`src/rtl/opcode_pkg.sv`:
```
// Shared types and helpers for the opcode sweep decoder.
// Sizes are bounded by the widest legal selector.
package opcode_pkg;

  localparam int MAX_SEL_W = 6;
  localparam int MAX_OUT_W = 1 << MAX_SEL_W;

  typedef enum logic {
    IDLE  = 1'b0,
    SWEEP = 1'b1
  } state_e;

  function automatic logic [MAX_OUT_W-1:0] onehot(
    input logic [MAX_SEL_W-1:0] sel
  );
    return MAX_OUT_W'(1) << sel;
  endfunction

  function automatic bit params_ok(
    input int sel_w,
    input int hold
  );
    return (sel_w >= 1) && (sel_w <= MAX_SEL_W) && (hold >= 1);
  endfunction

endpackage

```
`src/rtl/opcode_sweep_decoder_if.sv`:
```
// Selector/opcode bundle between select logic and the decoder.
// master drives selectors and controls, slave returns opcodes.
interface opcode_sweep_decoder_if #(
  parameter int SEL_W = 3
);
  localparam int OUT_W = 1 << SEL_W;

  logic             mode;
  logic             sel_valid;
  logic             sel_ready;
  logic [SEL_W-1:0] sel;
  logic             start;
  logic             abort;
  logic [OUT_W-1:0] op_code;
  logic             op_valid;
  logic [SEL_W-1:0] cur_sel;
  logic             busy;
  logic             done;

  modport master (
    output mode, sel_valid, sel, start, abort,
    input  sel_ready, op_code, op_valid, cur_sel, busy, done
  );

  modport slave (
    input  mode, sel_valid, sel, start, abort,
    output sel_ready, op_code, op_valid, cur_sel, busy, done
  );

endinterface

```
`src/rtl/opcode_onehot.sv`:
```
// Combinational selector to one-hot decoder.
// Drives the opcode register input.
module opcode_onehot
  import opcode_pkg::*;
#(
  parameter int SEL_W = 3
) (
  input  logic [SEL_W-1:0]      sel_i,
  output logic [(1<<SEL_W)-1:0] oh_o
);
  localparam int OUT_W = 1 << SEL_W;

  assign oh_o = OUT_W'(onehot(MAX_SEL_W'(sel_i)));

endmodule

```
`src/rtl/opcode_sweep_decoder.sv`:
```
// Registered one-hot opcode decoder with a self-timed
// ascending sweep mode for bring-up stimulus.
module opcode_sweep_decoder
  import opcode_pkg::*;
#(
  parameter int SEL_W = 3,
  parameter int HOLD  = 3
) (
  input logic                   clk,
  input logic                   rst,
  opcode_sweep_decoder_if.slave bus
);
  localparam int OUT_W = 1 << SEL_W;
  localparam int HCW   = $clog2(HOLD + 1);
  localparam logic [HCW-1:0]   HOLD_C = HCW'(HOLD);
  localparam logic [SEL_W-1:0] LAST   = SEL_W'(OUT_W - 1);

  if (!params_ok(SEL_W, HOLD)) begin : g_bad_params
    $error("opcode_sweep_decoder: SEL_W must be 1..6, HOLD >= 1");
  end

  state_e           state_q;
  logic [OUT_W-1:0] op_code_q;
  logic             op_valid_q;
  logic [SEL_W-1:0] cur_sel_q;
  logic             busy_q;
  logic             done_q;
  logic [HCW-1:0]   hold_q;

  logic [SEL_W-1:0] dec_sel;
  logic [OUT_W-1:0] dec_oh;

  // One decoder serves direct loads, sweep start and sweep steps.
  always_comb begin
    dec_sel = bus.sel;
    if (state_q == SWEEP) begin
      dec_sel = cur_sel_q + SEL_W'(1);
    end else if (bus.mode) begin
      dec_sel = '0;
    end
  end

  opcode_onehot #(
    .SEL_W(SEL_W)
  ) u_dec (
    .sel_i(dec_sel),
    .oh_o (dec_oh)
  );

  always_ff @(posedge clk) begin
    if (rst) begin
      state_q    <= IDLE;
      op_code_q  <= '0;
      op_valid_q <= 1'b0;
      cur_sel_q  <= '0;
      busy_q     <= 1'b0;
      done_q     <= 1'b0;
      hold_q     <= '0;
    end else begin
      op_valid_q <= 1'b0;
      done_q     <= 1'b0;
      unique case (state_q)
        IDLE: begin
          if (bus.mode && bus.start) begin
            state_q    <= SWEEP;
            busy_q     <= 1'b1;
            op_code_q  <= dec_oh;
            cur_sel_q  <= '0;
            hold_q     <= HCW'(1);
            op_valid_q <= 1'b1;
          end else if (!bus.mode && bus.sel_valid) begin
            op_code_q  <= dec_oh;
            cur_sel_q  <= bus.sel;
            op_valid_q <= 1'b1;
          end
        end
        SWEEP: begin
          // Abort outranks a simultaneous final-hold expiry.
          if (bus.abort) begin
            state_q   <= IDLE;
            busy_q    <= 1'b0;
            op_code_q <= '0;
            cur_sel_q <= '0;
            hold_q    <= '0;
          end else if (hold_q == HOLD_C) begin
            if (cur_sel_q == LAST) begin
              state_q   <= IDLE;
              busy_q    <= 1'b0;
              op_code_q <= '0;
              cur_sel_q <= '0;
              hold_q    <= '0;
              done_q    <= 1'b1;
            end else begin
              op_code_q  <= dec_oh;
              cur_sel_q  <= dec_sel;
              hold_q     <= HCW'(1);
              op_valid_q <= 1'b1;
            end
          end else begin
            hold_q <= hold_q + HCW'(1);
          end
        end
        default: state_q <= IDLE;
      endcase
    end
  end

  assign bus.sel_ready = (state_q == IDLE) && !bus.mode;
  assign bus.op_code   = op_code_q;
  assign bus.op_valid  = op_valid_q;
  assign bus.cur_sel   = cur_sel_q;
  assign bus.busy      = busy_q;
  assign bus.done      = done_q;

endmodule

```
`src/flat_wrapper.sv`:
```
// flat-port wrapper written by rule: the top's interface ports become plain ports
module opcode_sweep_decoder_flat import opcode_pkg::*;
#(
  parameter int SEL_W = 3,
  parameter int HOLD  = 3
)
  (clk, rst, bus_mode, bus_sel_valid, bus_sel, bus_start, bus_abort, bus_sel_ready, bus_op_code, bus_op_valid, bus_cur_sel, bus_busy, bus_done);
  opcode_sweep_decoder_if #(.SEL_W(SEL_W)) bus_i ();
  input logic clk;
  input logic rst;
  input wire logic [$bits(bus_i.mode)-1:0] bus_mode;
  input wire logic [$bits(bus_i.sel_valid)-1:0] bus_sel_valid;
  input wire logic [$bits(bus_i.sel)-1:0] bus_sel;
  input wire logic [$bits(bus_i.start)-1:0] bus_start;
  input wire logic [$bits(bus_i.abort)-1:0] bus_abort;
  output wire logic [$bits(bus_i.sel_ready)-1:0] bus_sel_ready;
  output wire logic [$bits(bus_i.op_code)-1:0] bus_op_code;
  output wire logic [$bits(bus_i.op_valid)-1:0] bus_op_valid;
  output wire logic [$bits(bus_i.cur_sel)-1:0] bus_cur_sel;
  output wire logic [$bits(bus_i.busy)-1:0] bus_busy;
  output wire logic [$bits(bus_i.done)-1:0] bus_done;
  assign bus_i.mode = bus_mode;
  assign bus_i.sel_valid = bus_sel_valid;
  assign bus_i.sel = bus_sel;
  assign bus_i.start = bus_start;
  assign bus_i.abort = bus_abort;
  assign bus_sel_ready = bus_i.sel_ready;
  assign bus_op_code = bus_i.op_code;
  assign bus_op_valid = bus_i.op_valid;
  assign bus_cur_sel = bus_i.cur_sel;
  assign bus_busy = bus_i.busy;
  assign bus_done = bus_i.done;
  opcode_sweep_decoder #(.SEL_W(SEL_W), .HOLD(HOLD)) u_core (.clk(clk), .rst(rst), .bus(bus_i));
endmodule
```
`config.mk`:
```
export PLATFORM = sky130hd
export DESIGN_NAME = opcode_sweep_decoder_flat
export DESIGN_NICKNAME = d
export VERILOG_FILES = /design/src/rtl/opcode_pkg.sv /design/src/rtl/opcode_sweep_decoder_if.sv /design/src/rtl/opcode_onehot.sv /design/src/rtl/opcode_sweep_decoder.sv /design/src/flat_wrapper.sv
export SDC_FILE = /design/constraint.sdc
export NUM_CORES = 1
export LEC_CHECK = 0
export BUFFER_PORTS_ARGS = -buffer_cell sky130_fd_sc_hd__clkbuf_2
export CORE_UTILIZATION = 44
export CTS_CLUSTER_DIAMETER = 200
export DETAILED_ROUTE_END_ITERATION = 7
export PLACE_DENSITY = 0.73
export SETUP_SLACK_MARGIN = 0.05
export SYNTH_ARGS = -nofsm -noshare
export SYNTH_HDL_FRONTEND = slang
export SYNTH_HIERARCHICAL = 1
export SYNTH_SLANG_ARGS = --single-unit
```
`constraint.sdc`:
```
create_clock -name clk -period 1.4 [get_ports clk]
set_input_delay 0.14 -clock clk [delete_from_list [all_inputs] [get_ports clk]]
set_output_delay 0.14 -clock clk [all_outputs]
set_load 0.005 [all_outputs]
```
==> metrics.md <==
| Metric | Value |
|---|---|
| Net count after synthesis | `96` |
| Sequential fraction of the synthesis area | `40.3%` |
| Crit. Startpoint | `u_core/bus.cur_sel[1]` |
| Starting DRT DRC Count | `15` |
| Detailed Route WL | `2.07 mm` |
| Worst skew pair latency | `0.29 ns` |
| Met1 usage | `27.3%` |
| WL/cell | `14.4 µm` |
| # IOs | `24` |
| Reg clk slew, reported paths | `0.10 ns` |
| Maximum vdd ir drop | `0.633 mV` |
| Post-synth EDFFs | `0` |
| Antenna violations before repair | `0` |
| First-pass GRT wire length | `3.22 mm` |
| Unrepaired setup endpoints after global routing | `true` |
| Post-synthesis cell type count | `28` |
| DRC | `0` |
| Leakage | `0.000501 µW` |
| Final Hold Vio Count | `0` |
| Initial Util | `47.9%` |
| Total power density per cell area | `883 mW/mm²` |
| Fin nets | `132` |
| Pre-antenna DRT Iters | `4` |
| Most used DFF post-synth | `dfxtp_1` |
| Max clock buf depth | `2` |
| Worst setup margin | `-0.117 ns` |
| Cts bufs inserted | `3` |
| Post-route ant nets | `0` |
| Worst reg2reg startpoint | `u_core/bus.cur_sel[1]` |
| Synth Register Bits | `17` |
| Fraction of layout cells with a size suffix above 1 | `50.4%` |
| Ys Warns | `6` |
| Hold-fix buffers, CTS | `0` |
| Full die area | `0.00210 mm²` |
| Worst Tran Pin Value | `0.408 ns` |
| Sink Count | `17` |
| Vias in the first global route | `727` |
| Hold depth | `3` |
| Hpwl dp | `1.52 mm` |
| Most common cell after layout, fill and taps aside | `clkbuf_2` |
| Average size of a mapped cell | `10.1 µm²` |
| RePlAce Congestion | `0.859` |
| Register-to-register setup slack | `-0.12 ns` |
| Setup violations, final | `7` |
| Max Freq | `0.659 GHz` |
| Max-cap violations | `0` |
| Crit Path Category | `flip-flop to flip-flop` |
| Critical Path RT | `1.59 ns` |
| Port Buffers | `23` |
| Status | `complete, but fails checks` |
| Final Cycle Share | `108%` |
| Most frequent cells in the layout | `23 x clkbuf_2, 14 x dfxtp_1, 12 x buf_4` |
| Layout area overhead | `38.2%` |
| Met3 Use GR | `3.97%` |
| Reg2reg path depth | `5` |
| Clock skew | `0.00780 ns` |
| Rel. slew slack | `72.8%` |
| Vias | `792` |
| Setup_tns | `-0.435 ns` |
| Hold endpoint | `u_core/bus.cur_sel[1]` |
| Largest net degree at the start of global routing | `11` |
| Most used routing layer | `met2` |
| Worst Hold Class | `input pin to flip-flop` |
| Gr usage total | `21.8%` |
| Min Hold Slack | `0.192 ns` |
| Slew Viols, Final | `0` |
| Post-CTS Repair Setup Buffers | `0` |
| Met2 GRT Util | `36.3%` |
| Cell Area, Synth | `845 µm²` |
| Total congestion overflow | `0` |
| Standard-cell rows | `15` |
| ANT cells | `0` |
| Worst-path fanout max | `8` |
| Width of the die | `45.8 µm` |
| Chip height | `45.8 µm` |
| CTS tree | `built` |
| Core Region | `0.00176 mm²` |
| Startpoint Class | `flip-flop` |
| Htree depth | `1` |
| Via/cell ratio | `5.50` |
| Root buffer cell | `clkbuf_4` |
| DP Worst Slack | `-0.103 ns` |
| Post-layout min period | `1.52 ns` |
| Worst r2r dst | `u_core/bus.op_code[6]` |
| Async set-reset flop share out of synthesis | `0%` |
| Critical Path Sink Type | `flip-flop` |
| Failing checks | `negative setup slack` |
| Gate count after technology mapping | `84` |
| HP Start | `bus_sel[1]` |
| Arrival time worst endpoint | `1.70 ns` |
-- area by class of cell --
cell class	count	area, µm²
Clock buffer	3	22.5
Clock inverter	1	5.00
Fill cell	163	597
Inverter	2	7.51
Multi-Input combinational cell	61	552
Sequential cell	17	344
Tap cell	25	31.3
Timing Repair Buffer	35	205
-- worst max-delay path: stages (launching register included) --
cell and delay, ns:
dfxtp_2 0.35, ha_4 0.16, ha_4 0.21, a22o_4 0.28
and3b_2 0.19, a22o_1 0.23
-- per-stage QoR --
stage / utilization [%] / instance area (µm²) / instances / power [µW]
final: 66.2 / 1170 / 144 / 1030
after global routing: 66.2 / 1170 / 144 / 1090
after CTS: 64.5 / 1140 / 144 / 1030
after detailed placement: 62.6 / 1100 / 140 / 768
after global placement: 62.6 / 1100 / 140 / 759
after floorplan: - / 895 / 84 / 676
-- layer usage --
metal  vias up  share of wire [%]
met5         -                  0
met4         0                1.1
met3         4                2.6
met2        16                 48
met1       382                 48
li1        390                  -
-- cells in the mapped netlist, drive strengths merged (2+ instances only) --
| master | instances | share of area (%) |
|---|---|---|
| nor2 | 4 | 1.8 |
| nand2b | 5 | 3.7 |
| buf | 3 | 2.5 |
| nand2 | 4 | 1.8 |
| a2bb2oi | 3 | 3.1 |
| a21oi | 4 | 2.4 |
| nand3 | 2 | 1.2 |
| dfxtp | 17 | 40 |
| nor3b | 4 | 3.6 |
| a22o | 10 | 10 |
| inv | 2 | 0.89 |
| a21o | 2 | 1.8 |
| o21ai | 6 | 3.6 |
| and3b | 3 | 3.6 |
| ha | 3 | 4.4 |
-- report_power, final --
group	internal (µW)	total, µW	switching [µW]	leakage (µW)
logic	126	244	118	0.000343
clock network	106	258	152	0.0000177
registers	510	529	18.5	0.000140
-- worst max-delay path by stage --
stage | to | cells after the start
2_1_floorplan | u_core/bus.op_code[5] | 5
3_3_place_gp | u_core/bus.op_code[5] | 5
3_5_place_dp | u_core/bus.op_code[6] | 5
4_1_cts | u_core/bus.op_code[6] | 5
5_1_grt | u_core/bus.op_code[6] | 5
6_report | u_core/bus.op_code[6] | 5
-- logic make-up (layout without fill, tap and decap cells) --
group / count (synthesis) / after routing / synth area share, %
buf+inv: 6 / 41 / 3.85
compound gates: 31 / 31 / 31.1
fa+ha+maj: 3 / 3 / 4.44
flops: 17 / 17 / 40.3
mux: 1 / 1 / 1.33
simple gates: 26 / 26 / 19.0
-- sequential cells by signal, indices dropped and copies added (netlist names) --
register             cells
u_core/bus.done          1
u_core/hold_q            2
u_core/state_q           1
u_core/bus.busy          1
u_core/bus.cur_sel       3
u_core/bus.op_code       8
u_core/bus.op_valid      1
-- what timing repair did --
action	CTS	global route
pin swaps	1	6
resized for setup	3	7
endpoints found under the setup margin	12	12
No activity file was read; power rests on OpenSTA's default activity.
